File: src/rtl/stage_fifo_pkg.sv
// Shared defaults and sizing helper for the stage FIFO and its storage array.
package stage_fifo_pkg;

  localparam int DEFAULT_WIDTH    = 8;
  localparam int DEFAULT_DEPTH    = 4;
  localparam int DEFAULT_AF_LEVEL = 3;

  // Occupancy runs 0..depth inclusive, so one bit more than a pointer.
  function automatic int count_width(input int depth);
    return $clog2(depth) + 1;
  endfunction

endpackage

File: src/rtl/stage_fifo_mem.sv
// WIDTH x DEPTH register array: one synchronous write port, one combinational read port, no reset.
module stage_fifo_mem #(
  parameter int WIDTH = 8,
  parameter int DEPTH = 4,
  parameter int AW    = $clog2(DEPTH)
) (
  input  logic             clk,
  input  logic             we,
  input  logic [AW-1:0]    waddr,
  input  logic [WIDTH-1:0] wdata,
  input  logic [AW-1:0]    raddr,
  output logic [WIDTH-1:0] rdata
);

  logic [WIDTH-1:0] mem_q [DEPTH];
  logic [WIDTH-1:0] mem_d [DEPTH];

  always_comb begin
    mem_d = mem_q;
    if (we) begin
      mem_d[waddr] = wdata;
    end
  end

  always_ff @(posedge clk) begin
    mem_q <= mem_d;
  end

  assign rdata = mem_q[raddr];

endmodule

File: src/rtl/stage_fifo.sv
// Single-clock valid/ready FIFO with occupancy count, almost-full and sticky overflow flags.
// Handshake: a word moves when valid && ready on the rising edge; ready/valid come from registered state only.
module stage_fifo
  import stage_fifo_pkg::*;
#(
  parameter int WIDTH    = DEFAULT_WIDTH,
  parameter int DEPTH    = DEFAULT_DEPTH,
  parameter int AF_LEVEL = DEFAULT_AF_LEVEL
) (
  input  logic                          clk,
  input  logic                          rst,
  input  logic                          in_valid,
  output logic                          in_ready,
  input  logic [WIDTH-1:0]              in_data,
  output logic                          out_valid,
  input  logic                          out_ready,
  output logic [WIDTH-1:0]              out_data,
  output logic [count_width(DEPTH)-1:0] count,
  output logic                          almost_full,
  output logic                          overflow
);

  localparam int AW = $clog2(DEPTH);
  localparam int CW = count_width(DEPTH);

  if (DEPTH < 2 || (DEPTH & (DEPTH - 1)) != 0) begin : g_bad_depth
    $error("stage_fifo: DEPTH must be a power of two and at least 2");
  end
  if (AF_LEVEL < 1 || AF_LEVEL > DEPTH) begin : g_bad_af_level
    $error("stage_fifo: AF_LEVEL must lie in 1..DEPTH");
  end

  logic [AW-1:0] wr_ptr_q, wr_ptr_d;
  logic [AW-1:0] rd_ptr_q, rd_ptr_d;
  logic [CW-1:0] count_q, count_d;
  logic          overflow_q, overflow_d;
  logic          push, pop;

  assign in_ready    = (count_q != CW'(DEPTH));
  assign out_valid   = (count_q != '0);
  assign push        = in_valid && in_ready;
  assign pop         = out_valid && out_ready;
  assign count       = count_q;
  assign almost_full = (count_q >= CW'(AF_LEVEL));
  assign overflow    = overflow_q;

  always_comb begin
    wr_ptr_d   = wr_ptr_q;
    rd_ptr_d   = rd_ptr_q;
    count_d    = count_q;
    overflow_d = overflow_q;

    if (push) begin
      wr_ptr_d = (wr_ptr_q == AW'(DEPTH - 1)) ? '0 : wr_ptr_q + AW'(1);
    end
    if (pop) begin
      rd_ptr_d = (rd_ptr_q == AW'(DEPTH - 1)) ? '0 : rd_ptr_q + AW'(1);
    end

    // Simultaneous push and pop leaves occupancy unchanged.
    if (push && !pop) begin
      count_d = count_q + CW'(1);
    end else if (pop && !push) begin
      count_d = count_q - CW'(1);
    end

    if (in_valid && !in_ready) begin
      overflow_d = 1'b1;
    end
  end

  always_ff @(posedge clk or posedge rst) begin
    if (rst) begin
      wr_ptr_q   <= '0;
      rd_ptr_q   <= '0;
      count_q    <= '0;
      overflow_q <= 1'b0;
    end else begin
      wr_ptr_q   <= wr_ptr_d;
      rd_ptr_q   <= rd_ptr_d;
      count_q    <= count_d;
      overflow_q <= overflow_d;
    end
  end

  stage_fifo_mem #(
    .WIDTH (WIDTH),
    .DEPTH (DEPTH),
    .AW    (AW)
  ) u_mem (
    .clk   (clk),
    .we    (push),
    .waddr (wr_ptr_q),
    .wdata (in_data),
    .raddr (rd_ptr_q),
    .rdata (out_data)
  );

endmodule

File: config.mk
export PLATFORM = sky130hd
export DESIGN_NAME = stage_fifo
export DESIGN_NICKNAME = d
export VERILOG_FILES = /design/src/rtl/stage_fifo_pkg.sv /design/src/rtl/stage_fifo_mem.sv /design/src/rtl/stage_fifo.sv
export SDC_FILE = /design/constraint.sdc
export NUM_CORES = 1
export LEC_CHECK = 0
export ABC_AREA = 0
export CORE_MARGIN = 2
export CORE_UTILIZATION = 40
export CTS_BUF_LIST = sky130_fd_sc_hd__clkbuf_16
export DETAILED_ROUTE_END_ITERATION = 10
export PLACE_DENSITY_LB_ADDON = 0.05
export SLEW_MARGIN = 0
export SYNTH_ARGS = -nofsm -noshare
export SYNTH_HDL_FRONTEND = slang
export SYNTH_HIERARCHICAL = 1
export SYNTH_SLANG_ARGS = --single-unit
export TNS_END_PERCENT = 10
File: constraint.sdc
create_clock -name clk -period 4.5 [get_ports clk]
set_clock_uncertainty 0.05 [all_clocks]
set_input_delay 1.35 -clock clk [delete_from_list [all_inputs] [get_ports clk]]
set_output_delay 1.35 -clock clk [all_outputs]
set_load 0.005 [all_outputs]
# Yosys cells after proc, flatten, opt, wreduce, memory -nomap -nowiden
# Index checks and enable logic that the tools add are counted.
dict set report word_totals {
  regBits 40
  word_cells 42
}
dict set report op_classes {
  n_addsub 4
  magnitude_cmp 4
  n_eq_ne 3
  mux 10
  bitwise 2
  reduce_logical 11
}
# cell count
set ops {}
lappend ops {{32-bit bitwise mux} 1}
lappend ops {{8-bit two-way mux} 3}
lappend ops {{8-bit binary-select mux with 2-bit select} 1}
lappend ops {{8-bit demux with 2-bit select} 1}
lappend ops {{3-bit greater-or-equal comparator, second input constant} 2}
lappend ops {{1-bit logical AND} 6}
lappend ops {{3-bit two-way mux} 2}
lappend ops {{2-bit inverter with 3-bit output} 2}
lappend ops {{2-bit by 1-bit adder with 2-bit output, second input constant} 2}
lappend ops {{2-bit == test, second input constant} 2}
lappend ops {{2-bit two-way mux} 2}
lappend ops {{3-bit by 1-bit adder with 3-bit output, second input constant} 1}
lappend ops {{3-bit by 2-bit greater-or-equal comparator with 1-bit output, second input constant} 1}
lappend ops {{1-bit zero test} 3}
lappend ops {{3-bit by 1-bit less-than comparator with 1-bit output, second input constant} 1}
lappend ops {{3-bit != test, second input constant} 1}
lappend ops {{3-bit nonzero test} 1}
lappend ops {{3-bit by 1-bit subtractor with 3-bit output, second input constant} 1}
lappend ops {{2-bit nonzero test} 1}

# Longest topological paths before layout
# Gate-level depths: netlist of the first run.
dict set report depth {
  depth_word 6
  ltp_mapped 9
  depth_no_buf 9
}

# Hierarchy
# The synthesis of the first run kept the hierarchy.
# module instances cells_each area_each_um2 seq_area_each_um2
set by_module_without_submodules {}
lappend by_module_without_submodules {stage_fifo_mem 1 46 1188.6 960.9}
lappend by_module_without_submodules {stage_fifo 1 33 430.4 200.2}

# Worst setup path before layout of the first run
# OpenSTA, ideal clock, no wires.
dict set report synth_timing {
  path_type {in2reg}
  startpoint {input in_valid}
  endpoint {register u_mem/mem_q[24] in the netlist's numbering (enable)}
  setup_ns 0.385
  arrival_ns 2.173
  required_ns 4.065
  slack_ns 1.892
  cell_stages 3
  path_buffers 0
  path_cell_list {nand2_4 -> inv_1 -> nor3b_1}
}
dict set report synth_via {
  elab_chain_len 1
}
# item line
set synth_rtl {}
lappend synth_rtl {{from (decl)} stage_fifo.sv:12} ;# input logic in_valid,
lappend synth_rtl {{1-bit logical AND} stage_fifo.sv:41} ;# assign push = in_valid && in_ready;
lappend synth_rtl {{via push} stage_fifo.sv:37} ;# logic push, pop;
lappend synth_rtl {{to (signal assigned)} stage_fifo_mem.sv:26} ;# mem_q <= mem_d;
lappend synth_rtl {{to (decl)} stage_fifo_mem.sv:15} ;# logic [WIDTH-1:0] mem_q [DEPTH];
# The timed path passes the listed nets, and every way through them passes these cells.
# A chain may end at the register's enable or synchronous reset.

# Worst setup path in the final report of the first run
dict set report layout_timing {
  startpoint {register rd_ptr_q[0]}
  endpoint {output out_data[7]}
}
dict set report layout_via {
  elab_chain_len 4
}
# item line
set layout_rtl {}
lappend layout_rtl {{from (decl)} stage_fifo.sv:34} ;# logic [AW-1:0] rd_ptr_q, rd_ptr_d;
lappend layout_rtl {{from (signal assigned)} stage_fifo.sv:80} ;# rd_ptr_q <= rd_ptr_d;
lappend layout_rtl {{2-bit inverter with 3-bit output (implied by the code)} stage_fifo_mem.sv:29} ;# assign rdata = mem_q[raddr];
lappend layout_rtl {{8-bit binary-select mux with 2-bit select} stage_fifo_mem.sv:29}
lappend layout_rtl {{8-bit two-way mux (implied by the code) (2 in series)} stage_fifo_mem.sv:29}
lappend layout_rtl {{to (decl)} stage_fifo.sv:17} ;# output logic [WIDTH-1:0] out_data,
# No other way between the ends. The select of a mux whose other input is x is not followed.

==> results of run 1 <==
routing by layer:
layer  vias to the layer above  GRT usage [%]  share of wire, %
li1                        370              -                 -
met1                       404          16.65                43
met2                        19          21.57                50
met3                         7          5.667               4.9
met4                         0          6.122               2.0
met5                         -              0                 0
final timing paths:
path,startpoint,slack (ns),endpoint
worst max-delay path,rd_ptr_q[0],1.05,out_data[7]
worst min-delay path,overflow,0.43,overflow
worst min register to register,overflow,0.43,overflow
worst max register to register,count[0],2.27,count[1]
min in group asynchronous,rst,1.29,count[2]
max in group asynchronous,rst,2.86,count[1]
flip-flops by register name, indices dropped and copies added (netlist names):
| register | cells |
|---|---|
| rd_ptr_q | 2 |
| count | 3 |
| wr_ptr_q | 2 |
| u_mem/mem_q | 32 |
| overflow | 1 |
synthesized netlist by cell type, drive strengths merged (2+ instances only):
cell type	count
mux2	5
inv	4
ha	3
dfrtp	8
xor2	2
mux4	8
nand2	2
edfxtp	32
and3b	2
nor2	3
worst max-delay path, cell delays in order, from the launching register on:
cell and delay (ns):
dfrtp_1 0.73, mux4_2 0.58, clkdlybuf4s50_1 0.46
cells in the final DEF, fill, tap and decap left out:
cell | netlist | layout
clkinv_2 | 0 | 1
dfrtp_1 | 8 | 8
fa_1 | 1 | 1
edfxtp_1 | 32 | 32
xnor2_1 | 1 | 1
and3_1 | 1 | 1
mux2_4 | 2 | 2
or3_4 | 1 | 1
bufinv_16 | 0 | 1
nor3b_1 | 1 | 1
xor2_1 | 2 | 2
nand2_4 | 1 | 1
mux4_2 | 8 | 8
o21bai_1 | 1 | 1
inv_1 | 4 | 5
nand2_2 | 1 | 1
buf_4 | 0 | 1
a21o_2 | 1 | 1
ha_1 | 3 | 3
nor2_1 | 3 | 3
or3b_4 | 1 | 1
clkbuf_16 | 0 | 5
mux2_2 | 3 | 3
clkdlybuf4s50_1 | 0 | 26
and3b_1 | 2 | 2
per-stage QoR:
step	hold slack (ns)	utilization [%]	std cells	instance area, um^2
CTS	0.4315	53.19	162	2097
finish	0.4251	53.19	162	2097
floorplan	0.4178	-	79	1619
detailed placement	0.4151	49.03	154	1933
global placement	0.4083	49.03	154	1933
global route	0.4480	53.19	162	2097
final cells by class:
| cell class | instances | share of cell area (%) |
|---|---|---|
| clock buffer | 5 | 5.967 |
| clock inverter | 3 | 1.850 |
| inverter | 4 | 0.7160 |
| multi-input combinational | 33 | 20.35 |
| sequential | 40 | 55.37 |
| tap | 50 | 2.983 |
| timing repair buffer | 27 | 12.77 |
cell families (layout without fill, tap and decap cells):
group / after synthesis / after routing
mux: 13 / 13
xor+xnor: 3 / 3
fa+ha+maj: 4 / 4
buf+inv: 6 / 39
simple gates: 11 / 11
flops: 40 / 40
compound gates: 2 / 2
where the power goes:
part / internal [W] / switching [W] / leakage, nW / total (W)
Clock: 0.000258 / 0.000130 / 0.0850 / 0.000388
Combinational: 0.000309 / 0.000152 / 0.299 / 0.000461
Sequential: 0.000503 / 0.0000943 / 0.385 / 0.000597
Total: 0.00107 / 0.000376 / 0.769 / 0.00145
==> results.py, run 1 <==
metrics = {
    "run_status": {
        "status": "finished clean",
    },
    "yosys": {
        "synthCells": 79,
        "synth_xor_area_share_pct": 1.623,
        "synth.distinct_cells": 22,
        "synth_edf_count": 32,
        "yosys.area_share.simple_pct": 5.100,
        "synthAdderAreaFrac_pct": 3.555,
        "synthTopCellsByArea": "edfxtp_1 59%, dfrtp_1 12%, mux4_2 11%, ha_1 2.3%, mux2_2 2.1%",
        "syn_area_per_cell_um2": 20.49,
        "synth_top_family_by_area": "multiplexers",
        "ys_ff_latch": 40,
        "synthesis.area_mm2": 0.001619,
        "synth_compound_area_share_pct": 1.005,
        "synth_warnings": 6,
        "syn-num-nets": 95,
        "synthFlopType": "edfxtp_1",
        "ys_seq_area_share_pct": 71.72,
        "synth_area_leader_cell": "edfxtp_1",
        "synthDominantCellAreaShare_pct": 59.35,
        "ys_async_sr_fraction_pct": 20.00,
        "muxShareOfSynthArea_pct": 15.07,
    },
    "sta": {
        "finalSetupTns_ns": 0,
        "finalCriticalPeriod_ns": 3.452,
        "report.final.slew_viol_count": 0,
        "setup_viol": 0,
        "fmax_mhz": 289.7,
        "min_period_over_period_pct": 76.72,
        "setup_ws_ns": 1.048,
        "slew_headroom_pct": 59.70,
        "rsz0062_at_grt": "false",
        "finalHoldViolCount": 0,
        "tightest_slew_ns": 0.6044,
    },
    "power_and_ir_drop": {
        "power.total_w": 0.001446,
        "vdd_ir_drop_max_uv": 419.9,
        "p_leak_nw": 0.7686,
        "power.density_mw_per_mm2": 689.7,
    },
    "hold_path": {
        "hold_depth": 1,
        "hp-class": "reg -> reg",
    },
    "placed_design": {
        "gp_congestion": 0.6546,
        "dp_hpwl_mm": 1.714,
        "place_ws_ns": 1.255,
        "portBuffers": 26,
    },
    "floorplanning": {
        "row_count": 23,
        "fp.dieH_um": 67.62,
        "io_pins": 27,
        "die_w_um": 67.62,
        "die_area_mm2": 0.004572,
        "core_mm2": 0.003943,
        "initial_core_util_pct": 41.07,
    },
    "clock_tree": {
        "htreeDepth": 2,
        "cts_tree": "built",
        "clk_latency_ns": 0.28,
        "cts_resized": 0,
        "numCtsBuffers": 5,
        "numClockSinks": 40,
        "holdBufCountCts": 0,
        "post_cts_buffers": 0,
        "cts_root_buf": "clkbuf_16",
        "clockBufferDepth": 2,
        "clk_pin_slew_ns": 0.06,
    },
    "worst_setup_path": {
        "cp_data_arrival_time_ns": 2.05,
        "endpoint_kind": "output port",
        "cp-start-kind": "register",
        "crit_type": "reg -> out",
        "crit_path_max_fanout": 11,
        "r2r_cells": 7,
        "required_ns": 3.10,
    },
    "final_layout": {
        "nets": 127,
        "num_antenna_cells": 0,
        "multi_input_area_um2": 426.7,
        "regArea_mm2": 0.001161,
        "fill_cells": 321,
        "synthToLayoutAreaGrowth_pct": 29.52,
        "final_layout_size_suffix_gt1_share_pct": 23.21,
    },
    "global_route": {
        "grt_pass1_wl_mm": 4.153,
        "grtUsageTotal_pct": 13.76,
        "grt_remaining_overflow": 0,
        "grt_antenna_before_repair": 0,
        "grt_pass1_vias": 821,
        "grt_max_degree": 13,
    },
    "route": {
        "wire_per_inst_um": 16.67,
        "drc": 0,
        "routed_wl_mm": 2.701,
        "final_antenna_net_count": 0,
        "viasPerCell": 4.938,
        "drtIter0Drc": 58,
        "drtPass1Iterations": 4,
        "dr_total_vias": 800,
    },
    "flow_run": {
        "maxCapViolations": 0,
    },
}
Power figures use the tool's default switching activity.
==> run 2: changes to the inputs <==
Clock period 4.5 ns to 3.2 ns, I/O delays scaled along.
==> run 2 against run 1 <==
Effect of this change:
- critical endpoint unchanged
- worst setup slack worse by 0.72 ns
- sequential cell count stayed put
- worst hold slack barely moved
- non-clock buffer count did not move
- count of clock-buffer cells in the layout is the same
- combinational power grew 39%
- sequential share of layout area increased by 0.66 points
- die area unchanged
==> results.py, run 2 (synthesized netlist as in run 1, its figures left out) <==
metrics = {
    "route": {
        "viasPerCell": 4.969,
        "drtPass1Iterations": 3,
        "dr_total_vias": 805,
        "drc": 0,
        "wire_per_inst_um": 16.44,
        "routed_wl_mm": 2.663,
        "drtIter0Drc": 68,
        "final_antenna_net_count": 0,
    },
    "final_layout": {
        "layout_common_cells": "32 x edfxtp_1, 26 x clkdlybuf4s50_1, 8 x mux4_2, 7 x dfrtp_1",
        "final_layout_size_suffix_gt1_share_pct": 23.21,
        "fin_util_pct": 52.62,
        "multi_input_area_um2": 426.7,
        "largest_register": "u_mem/mem_q",
        "num_antenna_cells": 0,
        "layout_commonest_cell": "edfxtp_1",
        "regArea_mm2": 0.001162,
        "synthToLayoutAreaGrowth_pct": 28.13,
        "nets": 127,
        "fill_cells": 320,
        "largest_register_ffs": 32,
    },
    "clock_tree": {
        "numCtsBuffers": 5,
        "htreeDepth": 2,
        "clk_latency_ns": 0.28,
        "cts_root_buf": "clkbuf_16",
        "clockBufferDepth": 2,
        "clk_pin_slew_ns": 0.05,
        "cts_tree": "built",
        "numClockSinks": 40,
    },
    "floorplanning": {
        "core_mm2": 0.003943,
        "initial_core_util_pct": 41.07,
        "io_pins": 27,
        "die_w_um": 67.62,
        "fp.dieH_um": 67.62,
        "row_count": 23,
        "die_area_mm2": 0.004572,
    },
    "power_and_ir_drop": {
        "vdd_ir_drop_max_uv": 416.6,
        "p_leak_nw": 0.7512,
        "power.density_mw_per_mm2": 939.3,
    },
    "sta": {
        "finalCriticalPeriod_ns": 2.868,
        "rsz0062_at_grt": "false",
        "finalHoldViolCount": 0,
        "slew_headroom_pct": 69.98,
        "report.final.slew_viol_count": 0,
        "min_period_over_period_pct": 89.61,
        "finalSetupTns_ns": 0,
        "fmax_mhz": 348.7,
        "setup_viol": 0,
        "tightest_slew_ns": 0.4504,
    },
    "run_status": {
        "status": "finished clean",
    },
    "placed_design": {
        "gp_congestion": 0.6539,
        "dp_hpwl_mm": 1.770,
        "portBuffers": 26,
    },
    "worst_setup_path": {
        "endpoint_kind": "output port",
        "crit_path_max_fanout": 11,
        "worstReg2RegStart": "count[0]",
        "reg2reg_to": "count[1]",
        "crit_buf_inv": 1,
        "crit_path_max_incr_delay_ns": 0.57,
        "required_ns": 2.19,
        "worst-r2r-setup-slack_ns": 0.96,
        "slowest_stage": "dfrtp_2",
        "crit_type": "reg -> out",
        "r2r_cells": 7,
        "cp_data_arrival_time_ns": 1.86,
        "cp-start-kind": "register",
        "path_cells": "mux4_2 > clkdlybuf4s50_1",
        "path_depth": 2,
        "crit_family": "flip-flops",
    },
    "global_route": {
        "grt_max_degree": 13,
        "grt_pass1_vias": 861,
        "grt_pass1_wl_mm": 4.374,
        "grt_antenna_before_repair": 0,
        "grt_remaining_overflow": 0,
        "grtUsageTotal_pct": 14.48,
    },
    "flow_run": {
        "maxCapViolations": 0,
    },
    "hold_path": {
        "hold_end": "overflow",
        "hp-class": "reg -> reg",
        "min-delay-start": "overflow",
        "hold_depth": 1,
    },
}
==> run 2: changes by cell type in the layout (fill, tap and decap cells not counted), sizes merged <==
cell      change
bufinv        -1
clkinvlp      +1
==> run 2: worst max-delay path by stage <==
stage / from / end
floorplan: in_valid / u_mem/mem_q[24]
global placement: in_valid / count[2]
detailed placement: in_valid / count[2]
CTS: rd_ptr_q[0] / out_data[7]
global route: rd_ptr_q[0] / out_data[7]
finish: rd_ptr_q[0] / out_data[7]
==> run 2: area by class of cell <==
type	count	share of cell area (%)
clock inverter	3	0.7238
sequential	40	56.03
timing repair buffer	27	12.91
multi-input combinational	33	20.57
tap	50	3.016
clock buffer	5	6.031
inverter	4	0.7238
==> run 2: through the flow <==
step                      cell area [um^2]  hold slack, ns  cells  setup slack (ns)  total power (W)
after floorplan                       1619          0.4178     79            0.9819         0.001195
after global placement                1933          0.4083    154            0.3645         0.001494
after detailed placement              1933          0.4151    154            0.3457         0.001511
after CTS                             2073          0.4313    162           0.08894         0.001982
after global routing                  2074          0.4472    162            0.2289         0.002081
final                                 2074          0.4247    162            0.3324         0.001949
==> run 2: layer usage <==
metal	global-route usage [%]	routed length [um]
met5	0	0
met2	22.06	1302
met1	17.97	1185
met3	5.833	125
met4	6.888	50
==> run 2: power breakdown <==
part           switching [W]  internal [W]  total [W]  leakage [nW]
clock               0.000183      0.000283   0.000466        0.0687
sequential          0.000133      0.000709   0.000842         0.384
combinational       0.000206      0.000435   0.000641         0.299
==> run 2: what timing repair did <==
item	in CTS	in global routing
setup buffers	0	0
resized for setup	0	1
hold buffers	0	0
endpoints found under the setup margin	0	2
